===== src/rtl/bs_pkg.sv =====
// Definitions shared by the binary-serial multiplier border stage and its consumer:
// FSM state encoding, default geometry, and a geometry sanity check.
package bs_pkg;

  localparam int WIDTH_DEF = 8;
  localparam int DEPTH_DEF = 3;
  localparam int ACCW_DEF  = 32;

  typedef enum logic [1:0] {
    IDLE  = 2'd0,
    ACCUM = 2'd1,
    DONE  = 2'd2
  } state_e;

  // True when the index can address every term and the accumulator holds a full product.
  function automatic bit cfg_ok(input int width, input int depth, input int accw);
    return ((1 << depth) >= width) && (accw >= 2 * width);
  endfunction

endpackage


===== src/rtl/shift_addsub.sv =====
// Weights one partial product by its bit index and folds it into the running sum;
// the sign-bit term is subtracted to give a two's-complement multiplier.
module shift_addsub
  import bs_pkg::*;
#(
  parameter int WIDTH = WIDTH_DEF,
  parameter int DEPTH = DEPTH_DEF,
  parameter int ACCW  = ACCW_DEF
) (
  input  logic signed [ACCW-1:0]    acc,
  input  logic signed [2*WIDTH-1:0] pp,
  input  logic        [DEPTH-1:0]   idx,
  input  logic                      sub,
  output logic signed [ACCW-1:0]    acc_next
);

  logic signed [ACCW-1:0] term_ext;
  logic signed [ACCW-1:0] term;

  always_comb begin
    term_ext = ACCW'(pp);
    term     = term_ext << idx;
    acc_next = sub ? (acc - term) : (acc + term);
  end

endmodule


===== src/rtl/serial_prod_acc.sv =====
// Accumulates one index-tagged partial product per enabled cycle on top of an
// upstream partial sum and presents the finished MAC result with a one-cycle pulse.
module serial_prod_acc
  import bs_pkg::*;
#(
  parameter int WIDTH = WIDTH_DEF,
  parameter int DEPTH = DEPTH_DEF,
  parameter int ACCW  = ACCW_DEF
) (
  input  logic                      clk,
  input  logic                      rst_n,
  input  logic                      en,
  input  logic                      clr,
  input  logic        [DEPTH-1:0]   i_idx,
  input  logic signed [2*WIDTH-1:0] i_pp,
  input  logic signed [ACCW-1:0]    i_acc,
  input  logic                      i_acc_vld,
  output logic signed [ACCW-1:0]    o_acc,
  output logic                      o_acc_vld,
  output logic                      o_busy,
  output logic                      o_err
);

  state_e                  state_q, state_d;
  logic [DEPTH-1:0]        count_q, count_d;
  logic signed [ACCW-1:0]  acc_q, acc_d;
  logic signed [ACCW-1:0]  o_acc_q, o_acc_d;
  logic                    o_acc_vld_q, o_acc_vld_d;
  logic                    o_busy_q, o_busy_d;
  logic                    o_err_q, o_err_d;

  logic signed [ACCW-1:0]  acc_term;
  logic                    sign_term;
  logic                    last_term;

  assign sign_term = (i_idx == DEPTH'(WIDTH - 1));
  assign last_term = (count_q == DEPTH'(WIDTH - 1));

  shift_addsub #(
    .WIDTH (WIDTH),
    .DEPTH (DEPTH),
    .ACCW  (ACCW)
  ) u_shift_addsub (
    .acc      (acc_q),
    .pp       (i_pp),
    .idx      (i_idx),
    .sub      (sign_term),
    .acc_next (acc_term)
  );

  always_comb begin
    state_d = state_q;
    count_d = count_q;
    acc_d   = acc_q;
    o_acc_d = o_acc_q;
    o_err_d = o_err_q;

    if (clr) begin
      state_d = IDLE;
      count_d = '0;
      acc_d   = '0;
      o_err_d = 1'b0;
    end else begin
      case (state_q)
        IDLE: begin
          if (i_acc_vld) begin
            state_d = ACCUM;
            count_d = '0;
            acc_d   = i_acc;
          end
        end
        ACCUM: begin
          if (en) begin
            acc_d   = acc_term;
            count_d = count_q + 1'b1;
            // A mis-sequenced index is flagged but still used as the term weight.
            if (i_idx != count_q) o_err_d = 1'b1;
            if (last_term) begin
              state_d = DONE;
              o_acc_d = acc_term;
            end
          end
        end
        DONE: begin
          // Accepting a start here gives back-to-back operation without a bubble.
          if (i_acc_vld) begin
            state_d = ACCUM;
            count_d = '0;
            acc_d   = i_acc;
          end else begin
            state_d = IDLE;
          end
        end
        default: state_d = IDLE;
      endcase
    end

    o_acc_vld_d = (state_d == DONE);
    o_busy_d    = (state_d == ACCUM);
  end

  always_ff @(posedge clk or negedge rst_n) begin
    if (!rst_n) begin
      state_q     <= IDLE;
      count_q     <= '0;
      acc_q       <= '0;
      o_acc_q     <= '0;
      o_acc_vld_q <= 1'b0;
      o_busy_q    <= 1'b0;
      o_err_q     <= 1'b0;
    end else begin
      state_q     <= state_d;
      count_q     <= count_d;
      acc_q       <= acc_d;
      o_acc_q     <= o_acc_d;
      o_acc_vld_q <= o_acc_vld_d;
      o_busy_q    <= o_busy_d;
      o_err_q     <= o_err_d;
    end
  end

  assign o_acc     = o_acc_q;
  assign o_acc_vld = o_acc_vld_q;
  assign o_busy    = o_busy_q;
  assign o_err     = o_err_q;

endmodule


===== config.mk =====
export PLATFORM = sky130hd
export DESIGN_NAME = serial_prod_acc
export DESIGN_NICKNAME = d
export VERILOG_FILES = /design/src/rtl/bs_pkg.sv /design/src/rtl/shift_addsub.sv /design/src/rtl/serial_prod_acc.sv
export SDC_FILE = /design/constraint.sdc
export NUM_CORES = 1
export LEC_CHECK = 0
export ABC_AREA = 1
export CORE_ASPECT_RATIO = 1.5
export CORE_MARGIN = 2
export CORE_UTILIZATION = 40
export CTS_CLUSTER_DIAMETER = 100
export CTS_CLUSTER_SIZE = 20
export DETAILED_ROUTE_END_ITERATION = 12
export PLACE_DENSITY = 0.72
export SLEW_MARGIN = 10
export SYNTH_ARGS = -nofsm -noshare
export SYNTH_HDL_FRONTEND = slang
export SYNTH_SLANG_ARGS = --single-unit

===== constraint.sdc =====
create_clock -name clk -period 2.3 [get_ports clk]
set_input_delay 0.46 -clock clk [delete_from_list [all_inputs] [get_ports clk]]
set_output_delay 0.46 -clock clk [all_outputs]
set_load 0.05 [all_outputs]

# After elaboration in Yosys (flattened, before gate mapping)
# Cells that the tools add are included.
dict set report totals {
  ff_bits 72
  latch_bits 0
  mem_bits_rw 0
  rom_bits 0
  in_bits 56
  out_inout_bits 35
  word_cells 49
  n_memories 0
}
dict set report classes {
  addsub 3
  multipliers 0
  div 0
  order_cmp 0
  n_eq_ne 9
  shift 1
  muxes 19
  n_bitwise 1
  reduce_logical 9
}
# operator count
set ops {}
lappend ops {{$mux 32} 4}
lappend ops {{$pmux 32 s2} 1}
lappend ops {{$add 32x32->32} 1}
lappend ops {{$shl 32x3->32} 1}
lappend ops {{$sub 32x32->32} 1}
lappend ops {{$mux 3} 3}
lappend ops {{$mux 2} 4}
lappend ops {{$eq 3x3->1 const B} 2}
lappend ops {{$pmux 2 s3} 1}
lappend ops {{$pmux 3 s2} 1}
lappend ops {{$reduce_and 3->1} 2}
lappend ops {{$reduce_bool 2->1} 3}
lappend ops {{$mux 1} 5}
lappend ops {{$eq 2x1->1 const B} 2}
lappend ops {{$eq 2x2->1 const B} 2}
lappend ops {{$reduce_and 4->1} 1}
lappend ops {{$add 3x1->3 const B} 1}
lappend ops {{$ne 3x1->1 const B} 1}
lappend ops {{$ne 3x3->1} 1}
lappend ops {{$ne 3x3->1 const B} 1}
lappend ops {{$reduce_bool 3->1} 1}
lappend ops {{$logic_not 2->1} 1}
lappend ops {{$reduce_or 2->1} 1}
lappend ops {{$not 1->1} 1}

# Longest topological paths before layout
dict set report depth {
  ltp_word 6
  depth_mapped 31
  depth_no_buf 29
}

# Hierarchy
# From an unflattened synthesis, not the netlist that was laid out.
dict set report hier_totals {
  cells_unflattened 916
  hier_area_um2 6243.5
}
# mod instances cells_per_inst area_each_um2
set by_module_without_submodules {}
lappend by_module_without_submodules {shift_addsub 1 551 3134.3}
lappend by_module_without_submodules {serial_prod_acc 1 365 3109.2}

# Worst setup path after synthesis
# OpenSTA, ideal clock, no wires.
dict set report synth_path {
  path_type {input to register}
  start {input port i_idx[0]}
  end {register acc_q[26]}
  t_arrival_ps 3292
  required_ps 2173
  path_slack_ps -1120
  cell_stages 25
  cell_sequence {buf_6 > inv_6 > nand2_1 > nand2_1 > nand3_1 > ha_1 > nand2_1 > nor2_1 > nand2_2 > nor2_2 > nand2_2 > nor2_4 > nand3b_1 > o21ai_1 > xor2_1 > ha_1 > nand2_1 > nor4_1 > nand4_1 > nand3_1 > nand2_1 > nand2_1 > nand2_1 > a21oi_1 > o21ai_0}
}
dict set report synth_via {
  elab_chain_cells 6
  word_cells_on_any_way 8
  classes_between {add/sub: 2; eq/ne: 1; shift: 1; mux: 4}
}
# element line_no
set synth_lines {}
lappend synth_lines {{start: declaration} serial_prod_acc.sv:14} ;# input logic [DEPTH-1:0] i_idx,
lappend synth_lines {{$shl 32x3->32} shift_addsub.sv:22} ;# term = term_ext << idx;
lappend synth_lines {{$add 32x32->32 / $sub 32x32->32 (equally long branches)} shift_addsub.sv:23} ;# acc_next = sub ? (acc - term) : (acc + term);
lappend synth_lines {{$mux 32 *} shift_addsub.sv:23}
lappend synth_lines {{$mux 32 *} serial_prod_acc.sv:73} ;# if (en) begin
lappend synth_lines {{$pmux 32 s2 *} serial_prod_acc.sv:64} ;# case (state_q)
lappend synth_lines {{$mux 32 *} serial_prod_acc.sv:58} ;# if (clr) begin
lappend synth_lines {{end signal: assignment} serial_prod_acc.sv:106} ;# acc_q <= '0;
lappend synth_lines {{end signal: assignment} serial_prod_acc.sv:114} ;# acc_q <= acc_d;
lappend synth_lines {{end: declaration} serial_prod_acc.sv:26} ;# logic signed [ACCW-1:0] acc_q, acc_d;
# Every way passes the cells marked *; elsewhere a longest branch is shown, timed or not. The select of a mux whose other input is x is not followed.
# A chain may end at the register's enable or synchronous reset.

# Worst setup path after layout
dict set report layout_path {
  start {input port i_pp[13]}
  end {register acc_q[31]}
}
dict set report layout_via {
  elab_chain_cells 6
  word_cells_on_any_way 7
  classes_between {add/sub: 2; shift: 1; mux: 4}
}
# element line_no
set layout_lines {}
lappend layout_lines {{start: declaration} serial_prod_acc.sv:15} ;# input logic signed [2*WIDTH-1:0] i_pp,
lappend layout_lines {{$shl 32x3->32 *} shift_addsub.sv:22}
lappend layout_lines {{$add 32x32->32 / $sub 32x32->32 (equally long branches)} shift_addsub.sv:23}
lappend layout_lines {{$mux 32 *} shift_addsub.sv:23}
lappend layout_lines {{$mux 32 *} serial_prod_acc.sv:73}
lappend layout_lines {{$pmux 32 s2 *} serial_prod_acc.sv:64}
lappend layout_lines {{$mux 32 *} serial_prod_acc.sv:58}
# Marked as above.

==> out/metrics.yaml <==
cts_tree: "yes"
routed_wl_um: 32700
max_freq_mhz: 271
routedWlPerCell_um: 22.1
rrSetupSlack_ns: -0.34
synthesis.nets: 1037
outcome: "finished, violations left"
maxSlewViolCount: 0
yosys.area.top_type: "dfrtp_1"
p_total_w: 0.00878
drc: 0
drive_gt1_frac: 0.486
synth_flop_cell: "dfrtp_1"
syn_inst: 946
synthDistinctLibCells: 42
violations: "setup timing"
layout_setup_ws_ns: -1.40
power_density_nw_per_um2: 752
crit_fanout: 6
layout_min_cycle_time_ns: 3.70
vias_per_cell: 5.90
clk_pin_slew_worst_paths_ns: 0.07
path_buf_inv: 4
io_pins: 91
critPathKind: "in -> reg"
setup_viol: 58
holdBufCountCts: 0
async_reset_ff_frac: 1.00
clkSinkCount: 72
worstSkewPairLatency_ns: 0.37
min_period_over_period: 1.61
path_cells: "clkdlybuf4s50_1, nand2_2, nand3_2, nand3_1, nand2_2, buf_4, nor2_2, nand2_1, nor2_2, nand3_4, nand2_1, ha_1, nand2_1, nor2_1, inv_1, nor2_1, inv_1, nor3_1, a21oi_2, nand3_1, nand3_1, nand2_1, nand2_1"
cp-end-kind: "flip-flop"
synth_edf_count: 0
dieArea_um2: 16800
die_y_um: 158
grt_pass1_vias: 8443
synth_seq_cells: 72
ys.warnings.count: 0
endpoint: "acc_q[31]"
root_buffer: "clkbuf_16"
die_x_um: 106
r2r-start: "acc_q[0]"
fillers: 974
worst-endpoint-arrival_ns: 3.96
rows: 56
antenna_found_initial: 0
synth_top_area_frac: 0.286
crit_start: "i_pp[13]"
yosys-top-cells-area: "dfrtp_1 29%, nand2_1 18%, ha_1 6.8%"
hold_violations: 0
timing.rr.end: "acc_q[30]"
p_leak_nw: 5.55
hold_class: "in -> async"
gp_congestion: 1.00
drtIter0Drc: 756
tightest_slew_ns: 0.555
maxSlewHeadroom: 0.626
rsz0062_at_grt: "true"
path_common_cell: "nand2_1"
critPathMaxStageDelay_ns: 0.45
finalClockSkew_ns: 0.0156
clk_path_buf_depth: 2
gr-total-overflow: 0
portBuffers: 90
yosysSeqAreaShare: 0.286
grt_pass1_wl_um: 41800
firstDrtPassIters: 7
htreeDepth: 3
core_area_um2: 15600
netlist_top_cells_count: "299 x nand2_1, 94 x nor2_1, 78 x o21ai_0"
cts_buffers: 9
ff2ff_path_depth: 19
postSynthAreaPerCell_um2: 6.66
vias: 8715
syn_area_um2: 6300
place_inst: 1390
max_cap_violations: 0
dpl_worst_slack_ns: -2.02
grt_max_degree: 73
critPathRequiredTime_ns: 2.56
hpwlAfterDp_um: 17500
area_growth_pct: 85.3
initial_core_util: 0.405
worstSetupPathDepth: 23
track_usage: 0.322
antenna_left: 0
yosysMostFrequentCell: "nand2_1"
ir_worst_vdd_mv: 0.596
crit_slowest_cell: "clkdlybuf4s50_1"
nets: 1360
fin_cells: 1477
cp_top_family: "simple AND/OR/NAND/NOR gates"
antenna_cells: 0
critPathLaunchType: "input pin"
-- sequential cells by signal, summed over array words and instances, names as in the netlist --
signal / count
acc_q: 32
o_acc: 32
count_q: 3
state_q: 2
o_acc_vld: 1
o_busy: 1
o_err: 1
-- stage by stage --
stage                     cell area (um^2)  TNS (ns)  hold slack, ns   util
after floorplan                       6510    -35.01           0.164      -
after global placement                8870    -93.99           0.461  0.571
after detailed placement              8870    -97.37           0.462  0.571
after CTS                            10900    -52.30           0.138  0.700
after global routing                 11700    -63.53           0.127  0.751
final                                11700    -55.45          0.0617  0.751
-- cells by family after synthesis --
| family | Yosys count | synth area share |
|---|---|---|
| AOI/OAI and AO/OA | 153 | 0.132 |
| xor gates and xnor gates | 37 | 0.0514 |
| adders and majority gates | 35 | 0.0707 |
| buffers and inverters | 110 | 0.0764 |
| DFF | 72 | 0.286 |
| muxes | 1 | 0.00159 |
| and+or+nand+nor | 538 | 0.382 |
-- layout make-up --
type	instances	area, um^2	share of cell area
timing repair buffer	339	3070	0.263
clock inverter	6	92.6	0.00793
clock buffer	10	229	0.0196
timing repair inverter	1	8.76	0.000750
inverter	82	345	0.0296
sequential	72	1800	0.154
tap	203	254	0.0218
multi-input combinational	764	5870	0.503
-- cell usage in the layout (no fill, tap or decap), types with 9 or more instances in the layout --
cell type        instances
nand2_1                212
buf_4                  194
nand2_2                 75
dfrtp_1                 72
clkdlybuf4s50_1         71
inv_1                   58
nor2_1                  53
buf_6                   49
nand3_1                 39
nand3_2                 37
o21ai_0                 37
o21ai_1                 34
nor2_4                  28
nor2_2                  26
nand2_4                 25
a21oi_2                 22
inv_2                   18
xor2_2                  16
ha_1                    15
ha_4                    15
nand3_4                 10
a21oi_4                  9
clkbuf_16                9
-- per-layer routing --
layer / GRT usage / wire (um)
met5: 0 / 0
met4: 0.263 / 3430
met3: 0.0556 / 2650
met2: 0.586 / 16200
met1: 0.316 / 10400
-- power breakdown --
group          internal (W)  total [W]  switching, W
Combinational       0.00255    0.00566       0.00311
Clock              0.000959    0.00164      0.000682
Sequential          0.00137    0.00148      0.000108
Total               0.00488    0.00878       0.00390
-- repair_timing --
action / 4_1_cts / 5_1_grt
resized for setup: 289 / 196
cloned: 3 / 0
setup buffers: 56 / 25
pin swaps: 103 / 114
setup endpoints to repair: 62 / 60
-- worst min path at each step --
stage                        start  endpoint  slack [ns]
final                        rst_n  o_acc[6]        0.06
after global routing         rst_n  o_acc[7]        0.13
after CTS                    rst_n  o_acc[6]        0.14
after detailed placement  o_acc[2]  o_acc[2]        0.46
after global placement    o_acc[2]  o_acc[2]        0.46
after floorplan              rst_n  acc_q[0]        0.16
Note: power is estimated with default switching activity, not from simulation.
